### src/rtl/if_fetch_stage.sv
// Instruction fetch stage: three-state fetch FSM (StIdle/StReq/StHold) with a
// one-entry skid buffer that absorbs a word acked while decode is stalled.
// Define IF_DELAY_SLOT_EN to keep the word acked in a redirect cycle as the
// branch delay slot. Without it, that word is dropped.
module if_fetch_stage #(
  parameter logic [31:0] RESET_PC = 32'h0000_3000
) (
  input  logic        clk,
  input  logic        rst,
  output logic        imem_req,
  output logic [31:0] imem_addr,
  input  logic        imem_ack,
  input  logic [31:0] imem_rdata,
  input  logic        stall,
  input  logic        redirect_valid,
  input  logic [31:0] redirect_pc,
  output logic [31:0] id_in_d,
  output logic [31:0] id_pc,
  output logic        id_valid
);

  typedef enum logic [1:0] {StIdle, StReq, StHold} state_e;

  state_e      state_q, state_d;
  logic [31:0] pc_q, pc_d;
  // The buffer is full exactly when the FSM sits in StHold.
  logic [31:0] buf_data_q, buf_data_d;
  logic [31:0] buf_pc_q, buf_pc_d;
  logic [31:0] id_in_d_q, id_in_d_d;
  logic [31:0] id_pc_q, id_pc_d;
  logic        id_valid_q, id_valid_d;

  logic [31:0] pc_inc;
  logic [31:0] redirect_tgt;
  logic        unused_redirect_lsb;

  // Word-aligned target; the low bits of redirect_pc are ignored.
  assign redirect_tgt        = {redirect_pc[31:2], 2'b00};
  assign unused_redirect_lsb = ^redirect_pc[1:0];
  // Natural 32-bit wrap gives the modulo-2^32 increment.
  assign pc_inc              = pc_q + 32'd4;

  // Fetch-side outputs depend on state only.
  always_comb begin
    imem_req  = (state_q == StReq);
    imem_addr = {pc_q[31:2], 2'b00};
    id_in_d   = id_in_d_q;
    id_pc     = id_pc_q;
    id_valid  = id_valid_q;
  end

  // Next-state logic: redirect beats ack and stall; ID outputs hold by default.
  always_comb begin
    state_d    = state_q;
    pc_d       = pc_q;
    buf_data_d = buf_data_q;
    buf_pc_d   = buf_pc_q;
    id_in_d_d  = id_in_d_q;
    id_pc_d    = id_pc_q;
    id_valid_d = id_valid_q;

    unique case (state_q)
      StIdle: begin
        state_d = StReq;
      end

      StReq: begin
        if (redirect_valid) begin
          pc_d       = redirect_tgt;
          buf_data_d = '0;
          buf_pc_d   = '0;
          state_d    = StReq;
`ifdef IF_DELAY_SLOT_EN
          if (imem_ack && !stall) begin
            id_in_d_d  = imem_rdata;
            id_pc_d    = pc_q;
            id_valid_d = 1'b1;
          end else if (imem_ack) begin
            // Delay slot parks in the buffer; redirect target is already in pc.
            buf_data_d = imem_rdata;
            buf_pc_d   = pc_q;
            state_d    = StHold;
          end else if (!stall) begin
            id_valid_d = 1'b0;
          end
`else
          id_valid_d = 1'b0;
`endif
        end else if (imem_ack) begin
          pc_d = pc_inc;
          if (!stall) begin
            id_in_d_d  = imem_rdata;
            id_pc_d    = pc_q;
            id_valid_d = 1'b1;
          end else begin
            buf_data_d = imem_rdata;
            buf_pc_d   = pc_q;
            state_d    = StHold;
          end
        end else if (!stall) begin
          id_valid_d = 1'b0;
        end
      end

      StHold: begin
        if (redirect_valid) begin
          pc_d       = redirect_tgt;
          buf_data_d = '0;
          buf_pc_d   = '0;
          id_valid_d = 1'b0;
          state_d    = StReq;
        end else if (!stall) begin
          id_in_d_d  = buf_data_q;
          id_pc_d    = buf_pc_q;
          id_valid_d = 1'b1;
          state_d    = StReq;
        end
      end

      default: begin
        state_d = StIdle;
      end
    endcase
  end

  // State registers with synchronous active-high reset.
  always_ff @(posedge clk) begin
    if (rst) begin
      state_q    <= StIdle;
      pc_q       <= RESET_PC;
      buf_data_q <= '0;
      buf_pc_q   <= '0;
      id_in_d_q  <= '0;
      id_pc_q    <= '0;
      id_valid_q <= 1'b0;
    end else begin
      state_q    <= state_d;
      pc_q       <= pc_d;
      buf_data_q <= buf_data_d;
      buf_pc_q   <= buf_pc_d;
      id_in_d_q  <= id_in_d_d;
      id_pc_q    <= id_pc_d;
      id_valid_q <= id_valid_d;
    end
  end

endmodule

### config.mk
export PLATFORM = sky130hd
export DESIGN_NAME = if_fetch_stage
export DESIGN_NICKNAME = d
export VERILOG_FILES = /design/src/rtl/if_fetch_stage.sv
export SDC_FILE = /design/constraint.sdc
export NUM_CORES = 1
export LEC_CHECK = 0
export CAP_MARGIN = 20
export CORE_UTILIZATION = 45
export CTS_BUF_LIST = sky130_fd_sc_hd__clkbuf_4 sky130_fd_sc_hd__clkbuf_8 sky130_fd_sc_hd__clkbuf_16
export DETAILED_ROUTE_END_ITERATION = 7
export HOLD_SLACK_MARGIN = 0.12
export PLACE_DENSITY = 0.84
export SLEW_MARGIN = 40
export SYNTH_ARGS = -nofsm -noshare
export SYNTH_HDL_FRONTEND = slang
export SYNTH_SLANG_ARGS = --single-unit
### constraint.sdc
create_clock -name clk -period 6.6 [get_ports clk]
set_clock_uncertainty 0.1 [all_clocks]
set_input_delay 1.32 -clock clk [delete_from_list [all_inputs] [get_ports clk]]
set_output_delay 1.32 -clock clk [all_outputs]
set_load 0.02 [all_outputs]
Word level (Yosys, flattened, before mapping)
Index checks and enable logic that the tools add are counted.
Widths: inputs -> output; s select.
{"block": "word_totals", "reg_bits": 163, "in_bits": 69, "out_inout_bits": 98, "elab_cells": 64}
{"block": "op_classes", "addsub": 1, "eq_ne": 12, "muxes": 37, "n_reduce_logical": 7}
{"cell": "$mux 32", "n": 20}
{"cell": "$pmux 32 s2", "n": 5}
{"cell": "$add 32x3->32 const B", "n": 1}
{"cell": "$mux 2", "n": 5}
{"cell": "$ne 2x2->1 const B", "n": 5}
{"cell": "$ne 3x1->1 const B", "n": 2}
{"cell": "$pmux 2 s3", "n": 1}
{"cell": "$reduce_and 3->1", "n": 2}
{"cell": "$reduce_and 6->1", "n": 1}
{"cell": "$mux 1", "n": 5}
{"cell": "$ne 4x3->1 const B", "n": 1}
{"cell": "$reduce_and 4->1", "n": 1}
{"cell": "$ne 3x3->1 const B", "n": 1}
{"cell": "$eq 2x1->1 const B", "n": 1}
{"cell": "$eq 2x2->1 const B", "n": 1}
{"cell": "$logic_not 2->1", "n": 1}
{"cell": "$ne 2x1->1 const B", "n": 1}
{"cell": "$pmux 1 s2", "n": 1}
{"cell": "$reduce_and 2->1", "n": 1}
{"cell": "$reduce_bool 2->1", "n": 1}

Logic depth before layout (Yosys ltp)
Gate-level depths: netlist of the first run.
{"block": "logic_depth", "word_depth": 4, "ltp_mapped": 11, "ltp_nobuf": 7}

Worst setup path after synthesis of the first run
OpenSTA, ideal clock, no wires.
{"block": "synth_path", "path_type": "input -> register", "startpoint": "input redirect_valid", "endpoint": "register pc_q[30]", "setup_ns": 0.067, "arrival_time_ns": 2.734, "t_required_ns": 6.433, "slack_ns": 3.698, "stages": 6, "n_path_buf": 2, "path_cell_list": "buf_2 > or2_2 > clkbuf_8 > or4_2 > mux2_4 > o21ai_2"}
{"block": "synth_via", "elab_chain_cells": 2, "elab_cells_between_ends": 5, "classes_between": "2 x eq/ne; 2 x mux; 1 x reduce/logical"}
{"element": "from (decl)", "line": "15", "rtl": "input logic redirect_valid,"}
{"element": "$ne 3x1->1 (no line), or another cell as far along"}
{"element": "$reduce_and 3->1 (no line) or $pmux 32 s2 (tied branches)"}
{"element": "to (signal assigned)", "line": "138", "rtl": "pc_q <= pc_d;"}
{"element": "to (decl)", "line": "25", "rtl": "logic [31:0] pc_q, pc_d;"}
Several ways; a longest one is shown, not always the timed one.
A chain may end at the register's enable or synchronous reset.

Final worst setup path of the first run
{"block": "layout_path", "startpoint": "input redirect_valid", "endpoint": "register pc_q[31]"}
Same word-level chain as after synthesis.

==> results summary, run 1 <==
The clock passes through at most 2 buffers. The number of buffers inserted by port buffering came out at 162. 0 antenna diodes ended up in the layout. The number of standard-cell rows in the floorplan is 46.

The number of setup violations in the final report is 0. The worst-skew pair later-pin latency came out at 420 ps. The summed instance area of the synthesized netlist is 7350 sq um.

Counting flops with a built-in enable in the synthesized netlist gives 0. The number of synthesized register bits came out at 159. The number of slew-limit violations in the final report is 0. For the pin with the worst max-slew slack, the measured transition is 799 ps. The clock transition time at the flip-flop clock pins of the worst setup and hold paths came out at 60 ps. Counting instances in the post-synthesis netlist gives the leading cell types as dfxtp_1 (159), nor2_1 (125), nand2_1 (94). The total wire length after detailed routing came out at 19.8 mm.

The worst IR drop on VDD came out at 0.180 mV. The sequential cell area fraction in the yosys report came out at 43.3%. The initial antenna violation count came out at 0.

The peak clock frequency supported by timing is 0.275 GHz. The worst endpoint data arrival time is 3880 ps. The slack of the worst reg-to-reg path came out at 3490 ps.

The worst hold path belongs to the class reg -> reg. The final critical delay including setup and external delays came out at 3630 ps. From left edge to right edge, the die measures 130 microns. The final design utilization is 60.2%.

The total number of clock tree sinks is 159. The pin count of the biggest net entering global routing is 99. The starting density of the core came out at 46.1%. The cell type with the largest total area after synthesis is dfxtp_1. Global routing consumed, over all layers together, 23.8% of the routing resources. The final weighted congestion in routability-driven placement came out at 0.799. The final total negative setup slack is 0 ps.

The footprint of the multi-input gates is 3760 sq um. The Yosys step of the flow raised 0 warnings. The number of gates resized after CTS was 0. The clock tree from TritonCTS is done. The worst pin sits at a relative slew slack of 46.7%. The remaining antenna violation count is 0.

The cell count after synthesis is 885. The met3 wirelength from detailed routing came out at 1.07 mm. From bottom edge to top edge, the die measures 130 microns. The iteration count of the initial detailed-routing pass is 4. The average size of a mapped cell is 8.31 sq um.

The wire length on met1 came out at 8.81 mm. The category of the critical setup timing path is in -> reg. The portion of the clock cycle consumed by the worst path in the final layout is 55.0%. The number of hold-repair buffers added at the cts stage is 0. The highest metal layer with signal wires is met4. The reported leakage power is 0.00303 uW.

Setup repair after global routing left no endpoint under its margin. The number of cells on the worst hold path is 2. The cell at the root of the clock tree is clkbuf_16. The post-route netlist has 6.48% of its cells at a drive strength greater than 1.

The area of placed instances came out at 8970 sq um. The via-per-instance ratio came out at 5.67. The number of hold-slack violations in the final timing report came to 0. The total number of H-tree levels came out at 4.

The portion of synthesized cell area occupied by the leading cell type came out at 43.3%. Ranked by total cell area, the synthesized netlist is headed by dfxtp_1 (43%), mux2i_1 (8.9%), a211oi_1 (7.3%), nor2_1 (6.4%), a21oi_1 (5.5%). The post-detailed-route DRC marker count came out at 0. The number of placed I/O pins came out at 167. The beginning of the worst hold path is buf_data_q[26]$_SDFFE_PP0P_.

The total number of nets in the final design is 1064. The post-CTS setup buffer count came out at 0. The number of cell instances on the worst register-to-register path came out at 8. The relative area change from synthesis to final layout came out at 30.6%. The maximum fanout along the worst path is 44. The share of async-settable or async-resettable flops after synthesis is 0%. The average wire per standard cell came out at 16.2 microns. The final-layout fill cell count came out at 1401. The number of buffers inserted during clock tree synthesis is 17.

After global routing the overflow that remains totals 0. The required time at the endpoint of the critical path is 6850 ps. The total power divided by cell area came out at 270 nW/um^2. The end of the worst register-to-register path is pc_q[31]$_SDFFE_PP0P_.

The half-perimeter wire length after placement came out at 12.6 mm. Synthesis instantiated 62 different standard cells from the library. The launch instance of the worst register-to-register path is state_q[0]$_SDFFE_PP0P_. The number of global-route vias before repair is 6286.

The first-pass GRT wire length came out at 31.7 mm. The primary flip-flop cell chosen by synthesis mapping is dfxtp_1. The flow ran to the end, and the final reports show no timing, DRC or antenna violations. The worst setup path is captured at a flip-flop. The area used by sequential logic in the layout is 3180 sq um. In this run the standard cell core region covers 15900 sq um. The count of routing violations after the opening detailed-route iteration came out at 510. The max capacitance violation total is 0. The worst setup path is launched from an input port.

The met2 routed wirelength came out at 9.45 mm. The detailed router placed 6917 vias in this run. The die covers 16900 sq um. By instance count, the leading cell after synthesis is dfxtp_1. The path with the worst hold slack has its endpoint at buf_data_q[26]$_SDFFE_PP0P_. The area of all placed cells without fillers came out at 9600 sq um.
worst max path at each step:
stage / startpoint / to / slack, ps
3_3_place_gp: redirect_valid / id_pc[1]$_SDFFE_PP0P_ / 2500
3_5_place_dp: redirect_valid / buf_pc_q[2]$_SDFFE_PP0P_ / 2580
5_1_grt: redirect_valid / pc_q[31]$_SDFFE_PP0P_ / 2820
4_1_cts: redirect_valid / buf_pc_q[2]$_SDFFE_PP0P_ / 2990
6_report: redirect_valid / pc_q[31]$_SDFFE_PP0P_ / 2970
2_1_floorplan: redirect_valid / pc_q[30]$_SDFFE_PP0P_ / 3700
worst max-delay path: stages:
cell	delay, ps
clkdlybuf4s50_1	780
or2_2	770
or3_1	410
or4_1	400
a31oi_1	180
state kept, by name, summed over array words and instances, names as in the netlist:
| register | count |
|---|---|
| buf_data_q | 32 |
| buf_pc_q | 31 |
| id_in_d | 32 |
| id_pc | 31 |
| id_valid | 1 |
| pc_q | 30 |
| state_q | 2 |
cells by family (layout without fill, tap and decap cells):
group                      after synthesis  after routing  share of synthesized area (%)
AOI/OAI and AO/OA                      223            223                           19.8
muxes                                   67             67                           9.21
buffers and inverters                   95            212                           6.04
and+or+nand+nor                        335            335                           20.8
adders and majority gates                5              5                          0.851
DFF                                    159            159                           43.3
other                                    1              2                         0.0510
layout make-up:
cell class,instances,area share [%]
multi-input combinational,632,39.2
sequential,159,33.2
timing repair buffer,173,18.2
clock buffer,20,4.73
tap,216,2.82
clock inverter,12,1.66
inverter,7,0.274
report_power, final:
| group | leakage (uW) | internal (uW) | switching, uW |
|---|---|---|---|
| logic | 0.00145 | 207 | 288 |
| clock network | 0.000286 | 616 | 404 |
| registers | 0.00129 | 1020 | 61.8 |
| total | 0.00303 | 1840 | 754 |
per-layer routing:
layer / track usage (%) / up-vias
met4: 9.71 / 0
met2: 38.2 / 223
met3: 5.17 / 31
met1: 31.1 / 3286
li1: - / 3377
met5: 0 / -
per-stage QoR:
step	hold slack, ps	instances	total power (uW)	setup slack [ps]
floorplan	332	886	1400	3700
global placement	337	1184	1570	2500
detailed placement	343	1186	1590	2580
CTS	352	1218	2610	2990
global route	365	1219	2700	2820
finish	350	1219	2590	2970
cell usage in the layout, fill, tap and decap left out, drive strengths merged, types with 3 or more instances in the layout:
| master | n |
|---|---|
| and4 | 3 |
| clkdlybuf4s50 | 161 |
| a22oi | 8 |
| mux2i | 65 |
| o22ai | 5 |
| o21ai | 18 |
| nor2b | 3 |
| o311ai | 3 |
| nor2 | 125 |
| a311oi | 3 |
| nand2 | 94 |
| a211oi | 72 |
| buf | 12 |
| dfxtp | 159 |
| nand2b | 5 |
| nor3 | 12 |
| o21a | 3 |
| or3 | 4 |
| clkinvlp | 5 |
| a31oi | 4 |
| a21o | 4 |
| a21oi | 81 |
| o211ai | 4 |
| bufinv | 3 |
| nand4 | 8 |
| and2 | 5 |
| inv | 9 |
| or4 | 4 |
| and3 | 3 |
| clkbuf | 20 |
| a32oi | 4 |
| nor4 | 9 |
| ha | 5 |
| o31ai | 4 |
| nand3 | 56 |
Power figures use the tool's default switching activity.
==> run 2, diff against run 1 <==
==> constraint.sdc (replaced) <==
create_clock -name clk -period 3.77 [get_ports clk]
set_clock_uncertainty 0.1 [all_clocks]
set_input_delay 0.754 -clock clk [delete_from_list [all_inputs] [get_ports clk]]
set_output_delay 0.754 -clock clk [all_outputs]
set_load 0.02 [all_outputs]
==> run 2 against run 1 <==
Global-route usage grew 0.55 points. Sequential cell count stayed put. Sequential share of layout area shrank 0.34 points. First-iteration DRC count fell by 1.4%. Die area did not move. Combinational power grew 80%. Sequential power rose by 75%. Via count rose by 0.55%. Critical path depth is 2 lower. Core utilization increased by 0.63 points. Clock-buffer cell count is 1 lower. Total power up 75%. Largest cell class unchanged. Highest routed layer unchanged.
==> results summary, run 2 (synthesized netlist as in run 1, its figures left out) <==
The flow ran to the end, and the final reports show no timing, DRC or antenna violations. The required time at the endpoint of the critical path came out at 2920 ps. The overall via count from detail_route came out at 6955.

The area growth from synthesis to layout is 32.0%. The tree built by TritonCTS fans out to 159 sinks. The endpoint identified for the worst register-to-register timing path is pc_q[30]$_SDFFE_PP0P_. The critical path starts at state_q[1]$_SDFFE_PP0P_.

The number of buffers inserted by port buffering is 162. The peak clock frequency supported by timing is 0.364 GHz. The internal power of the cells totals 3190 uW. The total congestion overflow after global routing came out at 0. The number of hold-slack violations in the final timing report came to 0.

The portion of the clock cycle consumed by the worst path in the final layout is 72.9%. TritonCTS built the clock tree. The starting density of the core came out at 46.1%. For this run, design rule violations remaining after detail routing come to 0. The clock transition time at the flip-flop clock pins of the worst setup and hold paths came out at 70 ps.

Power spread over the standard cell area amounts to 469 nW/um^2. The final design utilization came out at 60.8%. The switching power of the nets came out at 1360 uW.

Once detail routing completed, the nets flagged for antenna violations numbered 0. The clock passes through at most 2 buffers. The total number of nets in the final design came out at 1071. The category of the critical setup timing path is reg -> out.

The chip height is 130 microns. The horizontal die dimension came out at 130 microns. The worst endpoint data arrival time is 1890 ps. The most common library cell in the layout ignoring fill and taps is clkdlybuf4s50_1.

The initial antenna violation count is 0. The worst setup path is captured at an output pin. In this run the critical register-to-register path is launched from pc_q[3]$_SDFFE_PP0P_. The pin count of the biggest net entering global routing is 84. Setup repair after global routing left no endpoint under its margin. The final cell count without fillers is 1226. In the layout the commonest cells are clkdlybuf4s50_1 (161), dfxtp_1 (159), nor2_1 (124). The combinational share of power is 19.6%. The transition at the pin with the smallest max-transition slack came out at 759 ps. In the routed layout, each cell is associated on average with a via count of 5.67. The number of slew-limit violations in the final report was 0. After layout, the minimum clock period comes to 2750 ps. Clock latency on the worst-skew pair, taken at its later pin, is 430 ps. The least setup slack across all paths after layout is 1020 ps. Gates resized during post-CTS repair numbered 0.

The average wire per standard cell came out at 16.5 microns. Across every metal layer, demand over resource in global routing totals 24.3%. The cell at the root of the clock tree is clkbuf_16.

The count of routing violations after the opening detailed-route iteration is 503. The most critical setup path has its endpoint at imem_req. The worst setup path is launched from a flip-flop. Once the clock tree was built, the setup fixing pass inserted 0 buffers. The total wire length after detailed routing is 20.2 mm. The min-delay analysis places its worst path in the category reg -> reg.

The total number of H-tree levels came out at 4. The reported leakage power came out at 0.00309 uW. The number of standard-cell rows in the floorplan is 46. The iteration count of the initial detailed-routing pass came out at 5.

The sequential share of power is 41.6%. The max capacitance violation total came out at 0. Of the total power, the share spent switching nets is 29.9%. The number of hold-repair buffers added at the cts stage is 0. The worst IR drop on VDD came out at 0.327 mV.

Measured in cells, the most critical reg-to-reg path has a length of 6. The number of buffers inserted during clock tree synthesis is 17. 0 antenna diodes ended up in the layout. The final total negative setup slack is 0 ps. The final weighted congestion in routability-driven placement is 0.831. The half-perimeter wire length after placement is 13.0 mm.

The number of setup violations in the final report came out at 0. Measured against its own limit, the worst slew margin works out to 49.2%. The number of global-route vias before repair is 6431. The instance count after placement with tap cells included came out at 1194.

The part of the total power dissipated in the clock network came out at 38.9%. 167 I/O pins were placed. The first-pass GRT wire length is 32.4 mm.

The beginning of the worst hold path is buf_data_q[5]$_SDFFE_PP0P_. The core area is 15900 sq um. The post-route total power is 4550 uW. The area of the die came out at 16900 sq um. Timing analysis after detailed placement gives a worst setup slack of 697 ps.

In this run the worst path has a maximum fanout of 10. The share of cells above drive strength 1 is 7.13%. In this run the register-to-register setup slack is 1180 ps.
run 2: cell types whose count changed in the layout (fill, tap and decap cells not counted), moves of 2 or more:
cell        delta
buf_12         +5
clkinvlp_4     -3
buf_4          +2
clkbuf_4       -2
clkinv_4       +2
inv_6          +2
run 2: how the worst min path moves through the flow:
stage | to | cells past startpoint
final | buf_data_q[5]$_SDFFE_PP0P_ | 2
after global routing | buf_data_q[12]$_SDFFE_PP0P_ | 2
after CTS | buf_data_q[5]$_SDFFE_PP0P_ | 2
after detailed placement | buf_data_q[18]$_SDFFE_PP0P_ | 2
after global placement | buf_data_q[12]$_SDFFE_PP0P_ | 2
after floorplan | buf_pc_q[27]$_SDFFE_PP0P_ | 2
run 2: cell type report:
type,instances,area [sq um]
timing repair buffer,180,1860
fill,1381,6240
inverter,7,26.3
sequential,159,3180
multi-input combinational,632,3760
clock inverter,13,153
clock buffer,19,453
tap,216,270
run 2: power groups by stage:
stage | clock network, uW | logic, uW | registers [uW]
after floorplan | 0 | 468 | 1980
after global placement | 0 | 864 | 1920
after detailed placement | 0 | 881 | 1930
after CTS | 1800 | 887 | 1890
after global routing | 1870 | 968 | 1910
final | 1770 | 891 | 1890
run 2: layer usage:
metal	part of all wire, %	GRT usage (%)	vias to the layer above	wire length [microns]
li1	-	-	3394	-
met2	47	38.6	243	9540
met1	44	32.1	3282	8980
met4	2.1	9.92	0	429
met3	6.1	5.33	36	1230
met5	0	0	-	0
run 2: worst max-delay path, cell delays in order, from the launching register on:
cell             delay [ps]
dfxtp_1                 360
inv_1                    90
ha_1                    350
clkdlybuf4s50_1         670
run 2: through the flow:
step                      hold WS (ps)  area (sq um)
after detailed placement           344          9090
after global placement             338          9090
after global routing               373          9700
final                              351          9700
after floorplan                    332          7350
after CTS                          353          9700
==> run 3, diff against run 2 <==
==> constraint.sdc (replaced) <==
create_clock -name clk -period 2.62 [get_ports clk]
set_clock_uncertainty 0.1 [all_clocks]
set_input_delay 0.524 -clock clk [delete_from_list [all_inputs] [get_ports clk]]
set_output_delay 0.524 -clock clk [all_outputs]
set_load 0.02 [all_outputs]
==> run 3 against run 2 <==
Design area up 2.0%. Core utilization up 1.2 points. Routed wire length grew 0.18%. Sequential cell count stayed put. Sequential power increased by 43%. Non-clock buffer count is 26 higher. Clock-buffer cell count stayed put. Global-route usage decreased by 0.27 points. Critical endpoint unchanged.
==> results summary, run 3 (synthesized netlist as in run 1, its figures left out) <==
The flow ran to the end, and the final reports show no timing, DRC or antenna violations. Counting cells, the worst reg-to-reg path comes to 8. The iteration count of the initial detailed-routing pass came out at 5. Data arrives at the worst endpoint at 1900 ps. The reported leakage power is 0.00320 uW.

Setup repair after global routing left no endpoint under its margin. By startpoint and endpoint, the worst setup path is classified as reg -> out. The initial utilization of the core area, before any placement, comes to 46.1%. 0 antenna diodes ended up in the layout. The critical path's largest stage delay came out at 680 ps. The number of slew-limit violations in the final report is 0. The share of cells above drive strength 1 came out at 9.46%. The portion of the clock cycle consumed by the worst path in the final layout is 96.4%.

The number of buffers and inverters on the critical path is 2. The startpoint identified for the worst hold timing path is buf_data_q[20]$_SDFFE_PP0P_. Among cell families on the critical path, the largest total delay comes from buffers and inverters. The required time at the endpoint of the critical path came out at 2000 ps. The total number of H-tree levels came out at 4.

The maximum fanout along the worst path is 10. The horizontal die dimension came out at 130 microns. The chip height came out at 130 microns. The relative slew slack came out at 53.1%. The count of routing violations after the opening detailed-route iteration came out at 533. Across the VDD grid, the largest voltage drop is 0.440 mV. For this design the ratio of total power to cell area is 659 nW/um^2.

The total wire length after detailed routing came out at 20.2 mm. For this run, the number of standard cells in the final layout without fillers is 1252. The post-detailed-route DRC marker count is 0.

For the pin with the worst max-slew slack, the measured transition is 704 ps. The later pin in the worst-skew pair is clocked with a latency of 420 ps. At the end of the flow the core is filled with cells to 62.0%. The worst hold path endpoint is buf_data_q[20]$_SDFFE_PP0P_. The end of the worst register-to-register path is buf_data_q[24]$_SDFFE_PP0P_. The startpoint identified for the worst register-to-register timing path is state_q[1]$_SDFFE_PP0P_.

The endpoint kind of the worst setup timing path is an output pin. The area of all placed cells without fillers came out at 9890 sq um. The library cell used most frequently in the layout, excluding fill and tap cells, is clkdlybuf4s50_1. STA classifies the critical path startpoint as a flip-flop. After detailed routing, the number of vias per cell comes to 5.63. The die covers 16900 sq um. The area of placed instances is 9310 sq um. The total global routing track utilization is 24.1%. The number of hold-slack violations in the final timing report is 0. After detailed routing, the average wire length per cell comes to 16.1 microns. The half-perimeter wire length after placement came out at 13.3 mm. The cell sitting at the root of the clock tree is a clkbuf_16. The peak clock frequency supported by timing is 0.396 GHz.

The class of the worst hold path is reg -> reg. The number of placed I/O pins came out at 167. The number of global-route vias before repair is 6379. The first-pass GRT wire length is 32.0 mm. The final-layout fill cell count came out at 1337.

Setup violations remaining at the end of the flow were counted as 0. Row generation in the floorplan step produced 46 rows. For this block, the via count after detailed routing is 7053. The core area is 15900 sq um. After clock tree synthesis, the flow added hold-fix buffers numbering 0. The relative area change from synthesis to final layout came out at 34.6%. The slack of the worst reg-to-reg path is 190 ps. In this run the tool buffered the top-level ports with 162 buffer cells. Counting instances, the worst hold path has a depth of 2. The post-CTS setup buffer count came out at 0.

The max capacitance violation total is 0. The clock tree from TritonCTS is done. In the layout the commonest cells are clkdlybuf4s50_1 (161), dfxtp_1 (159), nor2_1 (124).

After clock tree synthesis, the repair step resized 0 gates. For the finished layout, the period the worst path requires is 2530 ps. The total number of clock tree sinks is 159. The number of buffers on the longest clock path came out at 2. Clock tree synthesis inserted a total of 17 buffers. The initial antenna violation count is 0. After the last flow step, the layout net total stands at 1097. The remaining antenna violation count came out at 0.

Routability-driven placement finished with a final weighted congestion of 0.906. The pin count of the biggest net entering global routing is 67. The final total negative setup slack came out at 0 ps. The instance count after placement with tap cells included is 1220. The total congestion overflow after global routing is 0. Traced cell by cell, the critical path runs through inv_1, ha_1, clkdlybuf4s50_1. The clock transition time at the flip-flop clock pins of the worst setup and hold paths is 60 ps.

The cell type of the slowest stage on the worst timing path is clkdlybuf4s50_1.
## run 3: cell types whose count changed in the layout (fill, tap and decap cells not counted), sizes merged
| cell | change |
|---|---|
| clkinvlp | +4 |
| inv | -4 |
| buf | +26 |
## run 3: final cells by class
type	instances	area, sq um	area share (%)
clock buffer	19	440	4.45
clock inverter	13	141	1.43
inverter	7	26.3	0.266
multi-input combinational	632	3760	38.0
sequential	159	3180	32.2
tap	216	270	2.73
timing repair buffer	206	2070	21.0
## run 3: worst max path at each step
stage                            start                           to  cells after the start
2_1_floorplan     pc_q[3]$_SDFFE_PP0P_        pc_q[30]$_SDFFE_PP0P_                      7
3_3_place_gp            redirect_valid  buf_data_q[26]$_SDFFE_PP0P_                      7
5_1_grt        state_q[1]$_SDFFE_PP0P_                     imem_req                      3
4_1_cts        state_q[1]$_SDFFE_PP0P_                     imem_req                      3
6_report       state_q[1]$_SDFFE_PP0P_                     imem_req                      3
3_5_place_dp            redirect_valid  buf_data_q[18]$_SDFFE_PP0P_                      7
## run 3: report_power, final
group	switching (uW)	total, uW	internal, uW
Combinational	766	1370	606
Clock	1020	2440	1420
Sequential	137	2700	2570
Total	1920	6520	4600
## run 3: layer usage
layer / global-route usage, % / routed length [microns]
met5: 0 / 0
met4: 8.28 / 242
met2: 39.2 / 9860
met1: 31.8 / 8830
met3: 4.84 / 1280
## run 3: worst register-to-register path, cell delays in order (launching register included)
cell	delay (ps)
dfxtp_1	350
inv_1	100
ha_1	350
or3b_2	530
o211ai_1	260
buf_12	300
buf_4	180
nand2_1	50
a21oi_1	130
## run 3: metrics by stage
step,hold slack [ps],total power [uW],setup slack (ps)
2_1_floorplan,332,3520,239
3_3_place_gp,337,4080,42.2
3_5_place_dp,343,4110,6.63
4_1_cts,352,6560,102
5_1_grt,367,6800,23.3
6_report,350,6520,94.5
